===== src/rtl/mcpu_prog_loader.sv =====
// Byte-stream program loader for the MCPU. It clears the RAM, then loads
// length-prefixed 16-bit words and releases the CPU once the XOR checksum matches.
module mcpu_prog_loader #(
  parameter int WORD_SIZE = 16,
  parameter int ADDR_SIZE = 8,
  parameter int RAM_SIZE  = 256
) (
  input  logic                 clk,
  input  logic                 reset,
  input  logic [7:0]           in_data,
  input  logic                 in_valid,
  output logic                 in_ready,
  output logic                 ram_we,
  output logic [ADDR_SIZE-1:0] ram_addr,
  output logic [WORD_SIZE-1:0] ram_wdata,
  output logic                 cpu_reset,
  output logic                 done,
  output logic                 error
);

  localparam int CW = $clog2(RAM_SIZE + 1);
  localparam logic [CW-1:0] LP_N = CW'(RAM_SIZE);

  typedef enum logic [2:0] {
    S_INIT, S_CLEAR, S_LEN, S_HI, S_LO, S_CSUM, S_DONE, S_ERR
  } state_t;

  state_t        r_state;
  logic [CW-1:0] r_idx;
  logic [CW-1:0] r_len;
  logic [7:0]    r_hi;
  logic [7:0]    r_csum;
  logic          w_acc;

  always_comb begin
    in_ready  = (r_state == S_LEN) || (r_state == S_HI) ||
                (r_state == S_LO)  || (r_state == S_CSUM);
    cpu_reset = (r_state != S_DONE);
    done      = (r_state == S_DONE);
    error     = (r_state == S_ERR);
    w_acc     = in_valid && in_ready;
  end

  // The word write is registered off the LO byte, so it lands in the cycle
  // where HI/CSUM is already accepting the next byte: no stall between words.
  always_ff @(posedge clk or negedge reset) begin
    if (!reset) begin
      r_state   <= S_INIT;
      r_idx     <= '0;
      r_len     <= '0;
      r_hi      <= '0;
      r_csum    <= '0;
      ram_we    <= 1'b0;
      ram_addr  <= '0;
      ram_wdata <= '0;
    end else begin
      ram_we <= 1'b0;
      case (r_state)
        S_INIT: begin
          r_state   <= S_CLEAR;
          ram_we    <= 1'b1;
          ram_addr  <= '0;
          ram_wdata <= '0;
          r_idx     <= CW'(1);
        end
        S_CLEAR: begin
          if (r_idx == LP_N) begin
            r_state <= S_LEN;
            r_idx   <= '0;
          end else begin
            ram_we   <= 1'b1;
            ram_addr <= r_idx[ADDR_SIZE-1:0];
            r_idx    <= r_idx + CW'(1);
          end
        end
        S_LEN: begin
          if (w_acc) begin
            r_len   <= (in_data == 8'h00) ? LP_N : CW'(in_data);
            r_csum  <= in_data;
            r_state <= S_HI;
          end
        end
        S_HI: begin
          if (w_acc) begin
            r_hi    <= in_data;
            r_csum  <= r_csum ^ in_data;
            r_state <= S_LO;
          end
        end
        S_LO: begin
          if (w_acc) begin
            ram_we    <= 1'b1;
            ram_addr  <= r_idx[ADDR_SIZE-1:0];
            ram_wdata <= WORD_SIZE'({r_hi, in_data});
            r_csum    <= r_csum ^ in_data;
            r_idx     <= r_idx + CW'(1);
            r_state   <= (r_idx == r_len - CW'(1)) ? S_CSUM : S_HI;
          end
        end
        S_CSUM: begin
          if (w_acc) begin
            r_state <= (in_data == r_csum) ? S_DONE : S_ERR;
          end
        end
        default: ;
      endcase
    end
  end

endmodule


===== config.mk =====
export PLATFORM = sky130hd
export DESIGN_NAME = mcpu_prog_loader
export DESIGN_NICKNAME = d
export VERILOG_FILES = /design/src/rtl/mcpu_prog_loader.sv
export SDC_FILE = /design/constraint.sdc
export NUM_CORES = 1
export LEC_CHECK = 0
export BUFFER_PORTS_ARGS = -buffer_cell sky130_fd_sc_hd__buf_2
export CORE_MARGIN = 8
export CORE_UTILIZATION = 40
export DETAILED_ROUTE_END_ITERATION = 10
export PLACE_DENSITY = 0.63
export SLEW_MARGIN = 5
export SYNTH_ARGS = -nofsm -noshare
export SYNTH_HDL_FRONTEND = slang
export SYNTH_SLANG_ARGS = --single-unit

===== constraint.sdc =====
create_clock -name clk -period 2.64 [get_ports clk]
set_clock_uncertainty 0.2 [all_clocks]
set_input_delay 0.132 -clock clk [delete_from_list [all_inputs] [get_ports clk]]
set_output_delay 0.132 -clock clk [all_outputs]
set_load 0.01 [all_outputs]

Yosys cells after proc, flatten, opt, wreduce, memory -nomap -nowiden
Cells that the tools add are included.

storage, ports and cells
  RAM bits = 0
  flip-flop bits (word level) = 62
  latch bits = 0
  memories kept = 0
  output and inout bits = 29
  ROM bits = 0

cells by class
  div/mod/pow operators = 0
  add/subtract/negate cells = 2
  order comparisons = 0
  mux-type cells = 23
  shift-type cells = 0
  equality and inequality tests = 18
  reduce and logical (&&, ||, !) cells = 18
  multipliers = 0
  bitwise operators = 1

operators by type and width
  kind                                                  number
  two-way mux 8 bit                                     4
  case mux 16 bit (2 select lines)                      1
  two-way mux 9 bit                                     3
  case mux 9 bit (3 select lines)                       1
  case mux 8 bit (3 select lines)                       1
  two-way mux 3 bit                                     6
  case mux 3 bit (6 select lines)                       1
  two-way mux 16 bit                                    1
  case mux 8 bit (2 select lines)                       1
  equality test 3 bit (second input constant)           4
  != test 2 bit (second input constant)                 6
  adder 9 x 1 -> 9 bit (second input constant)          1
  equality test 9 bit                                   1
  equality test 9 bit (second input constant)           1
  subtractor 9 x 1 -> 9 bit (second input constant)     1
  equality test 8 bit                                   1
  logical NOT 8 bit                                     1
  AND reduction 2 bit                                   4
  XOR 8 bit                                             1
  equality test 3 x 2 -> 1 bit (second input constant)  2
  AND reduction 3 bit                                   2
  AND reduction 6 bit                                   1
  nonzero test 6 bit                                    1
  nonzero test 2 bit                                    2
  10 further kinds                                      14

Depth between registers and ports, before layout
Gate-level depths: netlist (run 1).

  depth after elaboration = 7
  depth in mapped cells = 8

Least setup slack after synthesis (run 1)
OpenSTA, ideal clock, no wires.

  path type = flip-flop to flip-flop
  start = register r_len[0]
  end = register r_state[2]
  setup time = 0.118 ns
  slack = 0.719 ns
  data arrival time = 1.603 ns
  stages on the path, launching flop included = 8
  cell sequence = dfrtp_1 -> inv_1 -> ha_1 -> nor3b_1 -> xnor2_1 -> a2bb2oi_1 -> a21oi_1 -> a21o_1

on the way
  longest elaborated chain between the ends = 5

ends and longest elaborated chain
  item                             line  text
  start, declared                  30    logic [CW-1:0] r_len;
  start signal, assigned           78    r_len <= (in_data == 8'h00) ? LP_N : CW'(in_data);
  subtractor 9 x 1 -> 9 bit        97    r_state <= (r_idx == r_len - CW'(1)) ? S_CSUM : S_HI;
  equality test 9 bit              97
  two-way mux 3 bit                97
  two-way mux 3 bit                91    if (w_acc) begin
  case mux 3 bit (6 select lines)  58    case (r_state)
  end signal, assigned             97
  end signal, assigned             102   r_state <= (in_data == r_csum) ? S_DONE : S_ERR;
  end, declared                    28    state_t r_state;

No other way between the ends. The select of a mux whose other input is x is not followed.
A chain may end at the register's enable or synchronous reset.

Final worst setup path (run 1)
Same ends and word-level chain as after synthesis.

==> flow_summary.ini, run 1 <==
[setup_path]
crit_path_start_kind = register
worstPathMaxFanout = 5
path_class = register to register
reg2reg_from = r_len[0]
crit_path_end_kind = register
crit_start = r_len[0]
cp_data_arrival_time_ps = 2190
worstPathRequired_ps = 2680

[logic_synthesis]
yosysWarnings = 0
synth_seq_cells = 62
synthesis.nets = 353
syn_inst = 339
ys_seq_area_frac = 0.459
syn_avg_cell_area_um2 = 9.97
synthesis.area_um2 = 3380
synth.distinct_cells = 49

[cells_and_area]
instances_no_fill = 488
num-fill-cells = 781
drive_gt1_frac = 0.230
antenna_cells = 0
layout.nets = 392
area_growth_pct = 16.4

[floorplanning]
design.core.area_um2 = 8220
die_area_um2 = 11600
ios = 40
fp.dieH_um = 108
num_rows = 33
die_width_um = 108
initial_core_util = 0.411

[cts]
clkTransAtPathRegs_ps = 80
cts_setup_buffers = 0
cts_buffers = 9
cts_resized = 0
clockBufferDepth = 2
numClockSinks = 62
htree_levels = 3
cts-root-buf = clkbuf_8
cts_tree = built
insertion_delay_ps = 350

[pwr]
p_leak_nw = 1.79
vdd_drop_max_mv = 0.306
p_per_area_nw_per_um2 = 501
power_mw = 1.97

[sta]
grt_setup_unrepaired = false
maxSlewViolCount = 0
worstMarginPinSlew_ps = 1110
fmax_ghz = 0.466
slew_headroom = 0.258
finalCritPeriodShare = 0.813
period_minus_slack_ps = 2150
final-setup-viol-count = 0
setup_tns_ps = 0
hold_viol = 0

[hold_path]
min_from = in_valid
min_path_type = primary input to register

[placed_design]
dp.cells = 463
place_hpwl_um = 5290
gp_congestion = 0.780
port_buffers = 39

[grt]
antenna_found_initial = 0
grt_util_all_layers = 0.143
grt_start_max_net_pins = 63
first_global_vias = 2605
grt_pass1_wl_um = 13300
grt_remaining_overflow = 0

[drt]
drc_errors = 0
vias_per_cell = 5.53
routed_wirelength_um = 7880
drt-initial-drc-count = 151
vias = 2698
first_pass_iters = 5
wl_per_cell_um = 16.1
ant_nets = 0

[run_status]
outcome = complete, no violations

[run]
drv_cap = 0
report_power, final:
part,internal [mW],switching [mW]
combinational,0.0212,0.0493
clock,0.535,0.418
sequential,0.949,0
total,1.50,0.467
state kept, by name, summed over array words and instances, names as in the netlist:
register / flops
ram_addr: 8
r_hi: 8
r_state: 3
r_len: 9
r_csum: 8
ram_wdata: 16
r_idx: 9
ram_we: 1
through the flow:
step,cell area [um^2],hold slack (ps),utilization,setup slack [ps]
floorplan,3380,-364,-,719
global placement,3620,154,0.441,555
detailed placement,3620,156,0.441,545
CTS,3930,139,0.479,512
global route,3930,198,0.479,301
finish,3930,169,0.479,493
cell families (layout without fill, tap and decap cells):
| group | count (synthesis) | after routing | synth area share |
|---|---|---|---|
| compound gates | 102 | 102 | 0.200 |
| xor+xnor | 30 | 30 | 0.0778 |
| fa+ha+maj | 3 | 3 | 0.0111 |
| buf+inv | 36 | 80 | 0.0493 |
| flops | 62 | 62 | 0.459 |
| mux | 14 | 14 | 0.0467 |
| simple gates | 92 | 92 | 0.156 |
cells in the mapped netlist, drive strengths merged:
cell / number / area, um^2
a32oi: 1 / 8.76
xor2: 20 / 175
o21bai: 1 / 18.8
mux2: 14 / 158
nor4: 7 / 71.3
o221ai: 8 / 70.1
o221a: 1 / 11.3
clkbuf: 11 / 41.3
nand3b: 2 / 15.0
a31oi: 4 / 25.0
a21o: 1 / 7.51
nor2: 12 / 45.0
nor3b: 2 / 20.0
a22o: 16 / 140
a2bb2oi: 2 / 17.5
and2: 9 / 56.3
and3: 3 / 18.8
inv: 9 / 33.8
o22ai: 18 / 113
o21ai: 22 / 110
nand4: 5 / 37.5
and4bb: 2 / 25.0
o2bb2ai: 1 / 8.76
nor2b: 1 / 6.26
nand3: 16 / 80.1
a211oi: 1 / 7.51
a21oi: 24 / 124
nor4b: 1 / 15.0
ha: 3 / 37.5
nand2: 27 / 104
nor3: 4 / 25.0
a21boi: 2 / 15.0
nand2b: 1 / 6.26
xnor2: 10 / 87.6
dfrtp: 62 / 1550
buf: 16 / 91.3
cell type report:
| cell class | instances | area (um^2) | area share |
|---|---|---|---|
| multi-input combinational | 241 | 1660 | 0.422 |
| sequential | 62 | 1550 | 0.394 |
| timing repair buffer | 55 | 338 | 0.0859 |
| tap | 105 | 131 | 0.0334 |
| clock buffer | 9 | 124 | 0.0315 |
| clock inverter | 7 | 95.1 | 0.0242 |
| inverter | 9 | 33.8 | 0.00859 |
cell usage in the layout (no fill, tap or decap), types with 7 or more instances in the layout:
cell type | synthesis | layout
a22o_1 | 16 | 16
nor2_1 | 12 | 12
o221ai_1 | 8 | 8
xor2_1 | 20 | 20
dfrtp_1 | 62 | 62
o21ai_0 | 19 | 19
dlygate4sd3_1 | 0 | 9
buf_2 | 7 | 39
inv_1 | 9 | 9
nand2_1 | 26 | 26
nand3_1 | 16 | 16
buf_4 | 2 | 7
mux2_2 | 14 | 14
xnor2_1 | 10 | 10
a21oi_1 | 23 | 23
o22ai_1 | 18 | 18
clkbuf_8 | 0 | 9
and2_1 | 9 | 9
what timing repair did:
| item | in CTS | in global routing |
|---|---|---|
| endpoints found under the setup margin | 0 | 0 |
| hold buffers | 9 | 0 |
| hold endpoints to repair | 85 | 0 |
final timing paths:
kind / endpoint / slack, ps / cells past startpoint
max: r_state[2] / 490 / 7
min: r_state[2] / 170 / 3
max reg2reg: r_state[2] / 490 / 7
min reg2reg: ram_addr[6] / 280 / 2
max in group asynchronous: r_idx[8] / 1440 / 3
min in group asynchronous: r_csum[4] / 280 / 3
layer usage:
metal,vias up,routed length (um),part of all wire,track usage
li1,1317,-,-,-
met2,54,3730,0.47,0.220
met5,-,0,0,0
met1,1316,3680,0.47,0.186
met4,0,102,0.013,0.0505
met3,11,371,0.047,0.0437
critical path, stage by stage (launching register included):
cell and delay (ps):
dfrtp_1 450, inv_1 100, ha_1 250, nor3b_1 360
xnor2_1 170, a2bb2oi_1 240, a21oi_1 100, a21o_1 180
No activity file was read; power rests on OpenSTA's default activity.
==> run 2, diff against run 1 <==
==> constraint.sdc (replaced) <==
create_clock -name clk -period 2.1 [get_ports clk]
set_clock_uncertainty 0.2 [all_clocks]
set_input_delay 0.105 -clock clk [delete_from_list [all_inputs] [get_ports clk]]
set_output_delay 0.105 -clock clk [all_outputs]
set_load 0.01 [all_outputs]
==> run 2 against run 1 <==
  * Clock-buffer cell count did not move
  * Utilization rose by 1.6 points
  * Non-clock buffer count rose by 11
  * Final cell count rose by 2.5%
  * Cell area rose by 3.4%
  * Clock power rose by 27%
  * Sequential power rose by 25%
  * Sequential cell count did not move
  * Fmax rose by 13%
  * Critical path type unchanged
  * Largest cell class unchanged
==> flow_summary.ini, run 2 (synthesis gave the netlist of run 1 again) <==
[run_status]
outcome = complete, no violations

[pwr]
power_mw = 2.50
p_leak_nw = 1.87
vdd_drop_max_mv = 0.353
p_per_area_nw_per_um2 = 614

[cts]
cts_buffers = 9
htree_levels = 3
clockBufferDepth = 2
cts_tree = built
cts-root-buf = clkbuf_8
numClockSinks = 62
clkTransAtPathRegs_ps = 80
insertion_delay_ps = 340
cts_setup_buffers = 0

[floorplanning]
die_width_um = 108
fp.dieH_um = 108
ios = 40
design.core.area_um2 = 8220
initial_core_util = 0.411
num_rows = 33
die_area_um2 = 11600

[cells_and_area]
final_core_util = 0.495
antenna_cells = 0
layout_common_cells = dfrtp_1, buf_2, nand2_1
largest_register_ffs = 16
num-fill-cells = 762
regArea_um2 = 1550
instances_no_fill = 500
top_regs = ram_wdata x16, r_idx x9, r_len x9
top_register = ram_wdata
drive_gt1_frac = 0.263
area_growth_pct = 20.4
layout.nets = 404
final_common_cell = dfrtp_1
multi_input_area_um2 = 1690

[grt]
grt_util_all_layers = 0.150
grt_start_max_net_pins = 44
antenna_found_initial = 0
grt_pass1_wl_um = 14000
first_global_vias = 2775
grt_remaining_overflow = 0

[drt]
wl_per_cell_um = 16.8
vias = 2803
drt-initial-drc-count = 209
routed_wirelength_um = 8420
ant_nets = 0
first_pass_iters = 4
drc_errors = 0
vias_per_cell = 5.61

[sta]
slew_headroom = 0.530
setup_tns_ps = 0
period_minus_slack_ps = 1900
maxSlewViolCount = 0
fmax_ghz = 0.526
grt_setup_unrepaired = false
worstMarginPinSlew_ps = 705
hold_viol = 0
finalCritPeriodShare = 0.906
setup_ws_ps = 198
final-setup-viol-count = 0

[placed_design]
gp_congestion = 0.809
place_hpwl_um = 5660
port_buffers = 39
dp_slack_ps = 122
dp.cells = 474

[run]
drv_cap = 0

[setup_path]
worstPathMaxFanout = 8
crit_path_end_kind = register
worstPathRequired_ps = 2120
path_class = register to register
crit_path_start_kind = register
cp_data_arrival_time_ps = 1920

[hold_path]
min_path_type = primary input to register
==> run 2: layer usage <==
| layer | GRT usage | up-vias | wire length [um] |
|---|---|---|---|
| met4 | 0.0456 | 0 | 99 |
| met1 | 0.196 | 1382 | 3920 |
| met5 | 0 | - | 0 |
| met3 | 0.0413 | 10 | 400 |
| li1 | - | 1341 | - |
| met2 | 0.237 | 70 | 4000 |
==> run 2: power breakdown <==
| part | leakage, nW | internal [mW] | total [mW] | switching (mW) |
|---|---|---|---|---|
| combinational | 0.952 | 0.0305 | 0.0945 | 0.0640 |
| clock | 0.111 | 0.683 | 1.21 | 0.527 |
| sequential | 0.805 | 1.19 | 1.19 | 0 |
| total | 1.87 | 1.91 | 2.50 | 0.591 |
==> run 2: area by class of cell <==
class / instances / area share
sequential: 62 / 0.382
tap: 105 / 0.0323
clock buffer: 9 / 0.0304
inverter: 9 / 0.00830
timing repair buffer: 66 / 0.106
multi-input combinational: 242 / 0.416
clock inverter: 7 / 0.0252
==> run 2: critical path: stages, from the launching register on <==
cell	delay, ps
dfrtp_2	450
inv_1	140
ha_1	160
and4bb_2	290
a21oi_4	100
o21bai_2	310
o21ai_0	140
==> run 2: final timing paths <==
| check | from | to | slack (ps) | cells after the start |
|---|---|---|---|---|
| worst min-delay path | in_valid | r_state[2] | 50 | 3 |
| worst max register to register | r_idx[0] | ram_addr[2] | 200 | 6 |
| min in group asynchronous | reset | r_csum[2] | 60 | 2 |
| worst min register to register | r_hi[1] | ram_wdata[9] | 280 | 1 |
| max in group asynchronous | reset | r_idx[0] | 1010 | 3 |
| worst max-delay path | r_idx[0] | ram_addr[2] | 200 | 6 |
==> run 2: per-stage QoR <==
stage / hold WS (ps) / cell area (um^2)
after floorplan: -391 / 3380
after global placement: -101 / 3720
after detailed placement: -97.7 / 3720
after CTS: 38.4 / 4040
after global routing: 77.9 / 4070
final: 53.9 / 4070
==> run 2: timing repair <==
item	CTS	global route
hold buffers	9	0
gates resized for setup	0	5
setup endpoints to repair	0	16
hold endpoints to repair	87	0
